<file path="src/rtl/mem_access_pkg.sv">
// Shared types for the memory stage and the data-cache bus.
// Access size encoding and dbus request/response bundles.
package mem_access_pkg;

  typedef enum logic [1:0] {
    MSIZE1,
    MSIZE2,
    MSIZE4,
    MSIZE8
  } msize_t;

  typedef struct packed {
    logic        valid;
    logic [63:0] addr;
    msize_t      size;
    logic [7:0]  strobe;
    logic [63:0] data;
  } dbus_req_t;

  typedef struct packed {
    logic        addr_ok;
    logic        data_ok;
    logic [63:0] data;
  } dbus_resp_t;

endpackage

</file>
<file path="src/rtl/mem_access_unit.sv">
// Memory-stage load/store adapter in front of the data cache.
// One op in flight; registered dbus request, extended load result.
module mem_access_unit
  import mem_access_pkg::*;
#(
  parameter bit CHECK_ALIGN = 1'b1
) (
  input  logic        clk,
  input  logic        reset,
  input  logic        in_valid,
  output logic        in_ready,
  input  logic        in_is_store,
  input  msize_t      in_size,
  input  logic        in_signed,
  input  logic [63:0] in_addr,
  input  logic [63:0] in_wdata,
  output logic        out_valid,
  input  logic        out_ready,
  output logic [63:0] out_rdata,
  output logic        out_misaligned,
  output dbus_req_t   dreq,
  input  dbus_resp_t  dresp
);

  typedef enum logic [1:0] {
    IDLE,
    REQ,
    WAIT,
    DONE
  } state_t;

  state_t      state_q;
  dbus_req_t   req_q;
  logic        store_q;
  logic        sgn_q;
  logic        mis_q;
  logic [63:0] rdata_q;

  logic        misal;
  logic [7:0]  strb_base;
  logic [7:0]  strb_sh;
  logic [63:0] wdata_sh;
  logic [63:0] ld_sh;
  logic [63:0] ld_ext;

  always_comb begin
    misal     = 1'b0;
    strb_base = 8'h01;
    unique case (in_size)
      MSIZE1: begin
        misal     = 1'b0;
        strb_base = 8'h01;
      end
      MSIZE2: begin
        misal     = in_addr[0];
        strb_base = 8'h03;
      end
      MSIZE4: begin
        misal     = |in_addr[1:0];
        strb_base = 8'h0F;
      end
      MSIZE8: begin
        misal     = |in_addr[2:0];
        strb_base = 8'hFF;
      end
    endcase
  end

  assign strb_sh  = strb_base << in_addr[2:0];
  assign wdata_sh = in_wdata << {in_addr[2:0], 3'b000};
  assign ld_sh    = dresp.data >> {req_q.addr[2:0], 3'b000};

  always_comb begin
    ld_ext = ld_sh;
    unique case (req_q.size)
      MSIZE1: ld_ext = {{56{sgn_q & ld_sh[7]}}, ld_sh[7:0]};
      MSIZE2: ld_ext = {{48{sgn_q & ld_sh[15]}}, ld_sh[15:0]};
      MSIZE4: ld_ext = {{32{sgn_q & ld_sh[31]}}, ld_sh[31:0]};
      MSIZE8: ld_ext = ld_sh;
    endcase
  end

  // dreq is held verbatim from accept until the data_ok edge
  always_ff @(posedge clk or negedge reset) begin
    if (!reset) begin
      state_q <= IDLE;
      req_q   <= '0;
      store_q <= 1'b0;
      sgn_q   <= 1'b0;
      mis_q   <= 1'b0;
      rdata_q <= '0;
    end else begin
      unique case (state_q)
        IDLE: begin
          if (in_valid) begin
            store_q      <= in_is_store;
            sgn_q        <= in_signed;
            req_q.addr   <= in_addr;
            req_q.size   <= in_size;
            req_q.strobe <= in_is_store ? strb_sh : 8'h00;
            req_q.data   <= wdata_sh;
            if (CHECK_ALIGN && misal) begin
              mis_q   <= 1'b1;
              rdata_q <= '0;
              state_q <= DONE;
            end else begin
              req_q.valid <= 1'b1;
              state_q     <= REQ;
            end
          end
        end
        REQ: begin
          if (dresp.addr_ok && dresp.data_ok) begin
            rdata_q     <= store_q ? 64'd0 : ld_ext;
            req_q.valid <= 1'b0;
            state_q     <= DONE;
          end else if (dresp.addr_ok) begin
            state_q <= WAIT;
          end
        end
        WAIT: begin
          if (dresp.data_ok) begin
            rdata_q     <= store_q ? 64'd0 : ld_ext;
            req_q.valid <= 1'b0;
            state_q     <= DONE;
          end
        end
        DONE: begin
          if (out_ready) begin
            mis_q   <= 1'b0;
            state_q <= IDLE;
          end
        end
        default: state_q <= IDLE;
      endcase
    end
  end

  assign in_ready       = (state_q == IDLE);
  assign out_valid      = (state_q == DONE);
  assign out_rdata      = rdata_q;
  assign out_misaligned = mis_q;
  assign dreq           = req_q;

endmodule

</file>
<file path="config.mk">
export PLATFORM = sky130hd
export DESIGN_NAME = mem_access_unit
export DESIGN_NICKNAME = d
export VERILOG_FILES = /design/src/rtl/mem_access_pkg.sv /design/src/rtl/mem_access_unit.sv
export SDC_FILE = /design/constraint.sdc
export NUM_CORES = 1
export LEC_CHECK = 0
export BUFFER_PORTS_ARGS = -buffer_cell sky130_fd_sc_hd__buf_2
export CORE_AREA = 2 2 157 159
export DETAILED_ROUTE_END_ITERATION = 10
export DIE_AREA = 0 0 159 161
export PLACE_DENSITY = 0.77
export SLEW_MARGIN = 20
export SYNTH_ARGS = -nofsm -noshare
export SYNTH_HDL_FRONTEND = slang
export SYNTH_SLANG_ARGS = --single-unit
</file>
<file path="constraint.sdc">
create_clock -name clk -period 5.3 [get_ports clk]
set_clock_uncertainty 0.15 [all_clocks]
set_input_delay 0.265 -clock clk [delete_from_list [all_inputs] [get_ports clk]]
set_output_delay 0.265 -clock clk [all_outputs]
set_load 0.03 [all_outputs]
</file>
==> results of run 1 <==
[metal layers]
layer | up-vias | global-route usage | part of all wire
li1 | 4795 | - | -
met1 | 5155 | 0.3621 | 0.37
met2 | 532 | 0.5239 | 0.49
met3 | 109 | 0.07935 | 0.091
met4 | 2 | 0.1380 | 0.049
met5 | - | 0 | 0.00032
[logic make-up after synthesis]
group | Yosys count
compound gates | 305
simple gates | 241
mux | 209
flops | 208
buf+inv | 103
fa+ha+maj | 4
[what timing repair did]
| item | CTS | global route |
|---|---|---|
| hold buffers | 76 | 0 |
| setup buffers | 0 | 0 |
| hold endpoints to repair | 170 | 0 |
[through the flow]
stage               hold WS [ps]  power [mW]  utilization
floorplan                 -180.6       6.157            -
global placement           172.9       7.437       0.5599
detailed placement         180.5       7.561       0.5599
CTS                       0.1431       9.296       0.6253
global route               24.51       9.805       0.6258
finish                     14.45       9.323       0.6259
[worst max path at each step]
stage / start / to
finish: dreq[74] / out_rdata[51]
global route: dreq[74] / out_rdata[51]
CTS: dreq[74] / out_rdata[51]
detailed placement: dreq[74] / out_rdata[52]
global placement: dreq[74] / out_rdata[52]
floorplan: state_q[0] / out_rdata[16]
[registers in the layout, indices dropped and copies added, names as in the netlist]
signal	count
out_rdata	64
out_misaligned	1
state_q	2
dreq	139
store_q	1
sgn_q	1
[power by group]
group / leakage, nW / switching [mW] / total, mW / internal (mW)
combinational: 4.42 / 3.19 / 4.91 / 1.72
sequential: 2.66 / 0.512 / 2.73 / 2.22
clock: 0.393 / 0.682 / 1.68 / 0.994
[cell type report]
class	instances	area, µm²
flip-flops and latches	208	5210
clock buffers	34	719.4
diodes	5	12.51
clock inverters	10	86.33
fillers	1953	8964
repair buffers	496	2908
multi-input cells	759	5620
well taps	324	405.4
inverters	10	37.54
[synth_stat cells (3+ instances only)]
cell       number  area, µm²
a21o_1          3      22.52
o22a_1         10      87.58
nand3b_1        7      52.55
buf_6           6      67.56
dfrtp_1       208       5205
a211oi_1       38      285.3
buf_2          26      130.1
clkbuf_1       48      180.2
o21ai_0        95      475.5
ha_1            4      50.05
mux4_2          8      180.2
buf_1          12      45.04
a21oi_1        12      60.06
mux2i_1       121       1211
a22oi_1         9      67.56
nand2_1       136      510.5
nor3_1          4      20.02
o21ai_2        10      87.58
o21a_1          6      45.04
o2bb2ai_1       7      61.31
nor2_1         23      86.33
inv_1          10      37.54
nand2b_1        4      25.02
nand3_1        27      135.1
o211ai_1       11      82.58
a22o_1         73      639.4
a21boi_0        6      45.04
mux2_2         78      878.3
o22ai_1        17      106.4
nor2b_1        29      181.4
[worst max-delay path: stages, from the launching register on]
cell	delay, ps
dfrtp_4	1100
nand2b_1	530
o22ai_1	320
o41a_1	810
buf_4	420
o211ai_1	170
a22o_1	230
==> key figures, run 1 <==
Status
  – Status: completed

Setup path
  – Reg-to-reg slack, setup: 1440 ps
  – Worst reg2reg path endpoint: out_rdata[51]
  – CP max FO: 76
  – CP Capture Type: flop
  – CP Launch Type: flop
  – Arr. time, crit path: 4110 ps
  – RR Startpoint: dreq[74]
  – Worst reg2reg path depth: 6
  – Critical Path RT: 5550 ps
  – Critical path class: flop to flop

Clocking
  – CTS root buffer: clkbuf_16
  – Num CTS Buffers: 24
  – Worst-skew pair later-pin latency: 520 ps
  – CTS tree: done
  – H-Tree Level Count: 1
  – # resized after CTS: 0
  – Max Root-Sink Buffers: 3
  – Clk slew on worst S/H paths: 60 ps
  – Clock Sinks: about 210

Drt
  – Post-route ant nets: 0
  – Drt pass-1 iters: 5
  – Drt drc: 0
  – Starting DRT DRC Count: 889
  – Detailed-route via count: about 11000
  – Final wirelength: approximately 40000 µm
  – Vias per cell: 5.738
  – DR WL/cell: 21.69 µm

Timing
  – Min cycle time layout: just under 4000 ps
  – Final setup TNS: 0 ps
  – F_max: roughly 0.26 GHz
  – RSZ-0062 raised after global routing: false
  – Final Hold Fails: 0
  – Final period util: 0.7281
  – Worst Slack Setup Final: 1441 ps
  – Measured slew at the worst slew-check pin: 998.4 ps
  – Final setup fails: 0
  – Fin. max-slew vios: 0
  – Worst rel slew slack: 0.3293

Die
  – DIE WIDTH: 159 µm
  – Die Area: 25600 µm²
  – Num ports: between 400 and 500
  – # rows: 57
  – Core ar.: 23960 µm²
  – Die Height: 161 µm
  – Initial core utilization: 0.4708

Placement
  – PortBufs: 407
  – Post-DP Area: approximately 13000 µm²
  – Pre-CTS WS: 1551 ps
  – Placed Instances: 1721
  – Detailed placement HPWL: 28280 µm
  – Final GP Congestion: 1.010

Finish
  – Area Growth Syn to Fin: 32.96%
  – Post-route cell area: roughly 15000 µm²
  – Non-filler cells, final: roughly 1800
  – Nets@finish: 1705
  – Most frequent cells in the layout: buf_2 (405), dfrtp_1 (206), nand2_1 (134)
  – Most common cell after layout, fill and taps aside: buf_2
  – Layout cells sized above 1: 0.3751

Global routing
  – GRT overflow: 0
  – Initial antenna violation count: 6
  – Pin count of the biggest net entering global routing: 95
  – Gr usage total: 0.3052
  – First-pass GRT wire length: about 61000 µm
  – Vias in the first global route: about 11000

Min path
  – Hold_sp: in_wdata[14]
  – Worst Hold Depth: 3
  – Hold Path Sink: dreq[14]
  – Worst Hold Class: input pin to flop

Power
  – Leak: 7.468 nW
  – Cell Pwr Density: 621.6 nW/µm²
  – Max rail drop VDD: 0.4199 mV

Synthesis
  – Syn Area/Cell: 10.54 µm²
  – Largest family of logic cells by synthesized area: multiplexers
  – Synth warn: 0
  – Seq/Total Area, Yosys: 0.4614
  – Mapped Cells: roughly 1100
  – Compound-gate portion of the synthesized area: 0.1919
  – Post-synth top flop: dfrtp_1
  – Syn Nets: 1276
  – Post-synth ARST share: 1.000
  – Simple-gate share of the synthesized area: 0.09760
  – Fraction of the mapped netlist area in adder cells: 0.004437
  – Synth Area in XOR/XNOR: 0
  – EDFF count, synth: 0
  – Post-synthesis register bit count: 208
  – Mapped Area: approximately 11000 µm²
  – Yosys cell types: 48
  – Post-synthesis mux area share: 0.2032

Run
  – Max-Cap Viols: 0
(Power assumes the default switching activity.)
==> inputs of run 2 (changes only) <==
--- a/config.mk
+++ b/config.mk
@@ -6,10 +6,10 @@
 export NUM_CORES = 1
 export LEC_CHECK = 0
 export BUFFER_PORTS_ARGS = -buffer_cell sky130_fd_sc_hd__buf_2
-export CORE_AREA = 2 2 157 159
+export CORE_MARGIN = 1.5
+export CORE_UTILIZATION = 46
 export DETAILED_ROUTE_END_ITERATION = 10
-export DIE_AREA = 0 0 159 161
-export PLACE_DENSITY = 0.77
+export PLACE_DENSITY = 0.78
 export SLEW_MARGIN = 20
 export SYNTH_ARGS = -nofsm -noshare
 export SYNTH_HDL_FRONTEND = slang
==> constraint.sdc (replaced) <==
create_clock -name clk -period 3.4 [get_ports clk]
set_clock_uncertainty 0.15 [all_clocks]
set_input_delay 0.17 -clock clk [delete_from_list [all_inputs] [get_ports clk]]
set_output_delay 0.17 -clock clk [all_outputs]
set_load 0.03 [all_outputs]
==> run 2 against run 1 <==
Count of clock-buffer cells in the layout rose by 5. Sequential power up 52%. Fmax increased by 37%. Via count is 4.7% higher. Hold slack worse by 1.1 ps. Design area grew 3.8%.
==> key figures, run 2 (synthesis gave the netlist of run 1 again) <==
Drt
  – Vias per cell: 5.836
  – Drt pass-1 iters: 5
  – Detailed-route via count: about 11000
  – DR WL/cell: 21.82 µm
  – Starting DRT DRC Count: 1051
  – Post-route ant nets: 0
  – Drt drc: 0
  – Final wirelength: approximately 41000 µm

Timing
  – Final setup fails: 0
  – F_max: 0.3538 GHz
  – Final setup TNS: 0 ps
  – RSZ-0062 raised after global routing: false
  – Min cycle time layout: 2827 ps
  – Measured slew at the worst slew-check pin: 970.5 ps
  – Final period util: 0.8314
  – Fin. max-slew vios: 0
  – Worst rel slew slack: 0.3476
  – Final Hold Fails: 0

Power
  – Cell Pwr Density: 949.5 nW/µm²
  – Total power: between 10 and 15 mW
  – Leak: 7.711 nW
  – Max rail drop VDD: approximately 0.81 mV

Global routing
  – Initial antenna violation count: 10
  – Pin count of the biggest net entering global routing: 99
  – Vias in the first global route: 11337
  – Gr usage total: 0.3175
  – First-pass GRT wire length: around 63000 µm
  – GRT overflow: 0

Status
  – Status: completed

Die
  – # rows: 57
  – Num ports: between 400 and 500
  – Initial core utilization: 0.4666
  – Core ar.: 24180 µm²
  – Die Area: ~25000 µm²
  – DIE WIDTH: 159.6 µm
  – Die Height: 159.6 µm

Clocking
  – Max Root-Sink Buffers: 3
  – Worst-skew pair later-pin latency: about 510 ps
  – Num CTS Buffers: 24
  – # resized after CTS: 0
  – CTS root buffer: clkbuf_16
  – CTS tree: done
  – Clk slew on worst S/H paths: 70 ps
  – H-Tree Level Count: 1
  – Clock Sinks: 208

Setup path
  – RR Startpoint: state_q[0]
  – CP Launch Type: flop
  – Arr. time, crit path: 3140 ps
  – Reg-to-reg slack, setup: 570 ps
  – Worst reg2reg path endpoint: dreq[32]
  – CP max FO: 43
  – Critical path class: flop to flop
  – Critical Path RT: 3710 ps
  – CP Capture Type: flop
  – Worst reg2reg path depth: 8

Finish
  – Max reg flops: ~140
  – Area Growth Syn to Fin: 38.00%
  – Layout cells sized above 1: 0.3695
  – Most common cell after layout, fill and taps aside: buf_2
  – Most frequent cells in the layout: buf_2 (405), dfrtp_1 (206), nand2_1 (134)
  – Nets@finish: 1757

Min path
  – Hold Path Sink: dreq[63]
  – Hold_sp: in_wdata[63]
  – Worst Hold Depth: 5
  – Worst Hold Class: input pin to flop

Placement
  – Final GP Congestion: 0.9946
  – Detailed placement HPWL: around 29000 µm
  – PortBufs: about 400

Run
  – Max-Cap Viols: 0
[run 2: cell types whose count changed in the layout (fill, tap and decap cells not counted)]
cell,change
clkinv_2,-5
buf_12,+3
dfrtp_2,+1
diode_2,+4
clkinvlp_4,-3
inv_8,+1
clkbuf_8,+5
dfrtp_4,-1
dlygate4sd3_1,+40
buf_4,+9
[run 2: critical path: stages (launching register included)]
cell	delay [ps]
dfrtp_1	430
inv_1	110
ha_1	370
nand2_4	360
nor2_1	180
buf_4	330
o21ai_0	140
dlygate4sd3_1	600
nand2_1	90
[run 2: timing repair]
action,4_1_cts,5_1_grt
buffers inserted,0,0
hold buffers,116,0
setup endpoints to repair,0,0
hold endpoints to repair,202,0
[run 2: worst max path at each step]
stage                    start  depth (start not counted)            end
floorplan           state_q[0]                         10  out_rdata[16]
global placement    state_q[0]                          9  out_rdata[54]
detailed placement  state_q[0]                          9  out_rdata[19]
CTS                 state_q[0]                          8       dreq[39]
global route        state_q[0]                          8       dreq[32]
finish              state_q[0]                          8       dreq[32]
[run 2: layer usage]
layer,up-vias,global-route usage,routed length (µm),share of wire
met2,662,0.5534,20450,0.49
met5,-,0,11,0.00027
met4,2,0.1741,2404,0.058
met3,145,0.07137,3784,0.091
met1,5376,0.3612,14810,0.36
li1,4904,-,-,-
[run 2: area by class of cell]
cell class / count / area, µm²
diodes: 9 / 22.52
clock buffers: 39 / 788.3
clock inverters: 3 / 50.05
fillers: 1864 / 8610
inverters: 10 / 37.54
multi-input cells: 759 / 5620
flip-flops and latches: 208 / 5207
well taps: 324 / 405.4
repair buffers: 548 / 3436
[run 2: power by group]
part	total (mW)	switching [mW]	internal, mW	leakage [nW]
clock	2.70	1.05	1.65	0.415
combinational	7.93	5.13	2.79	4.64
sequential	4.15	0.684	3.47	2.66
[run 2: per-stage QoR]
stage	hold slack, ps	worst slack (ps)	utilization	area (µm²)	cells
final	13.36	573.2	0.6439	15570	1900
after global placement	109.0	796.0	0.5602	13540	1733
after floorplan	-275.6	947.3	-	11280	1070
after CTS	0.7638	636.2	0.6430	15540	1891
after global routing	51.28	398.4	0.6439	15570	1900
after detailed placement	114.3	703.8	0.5603	13550	1733
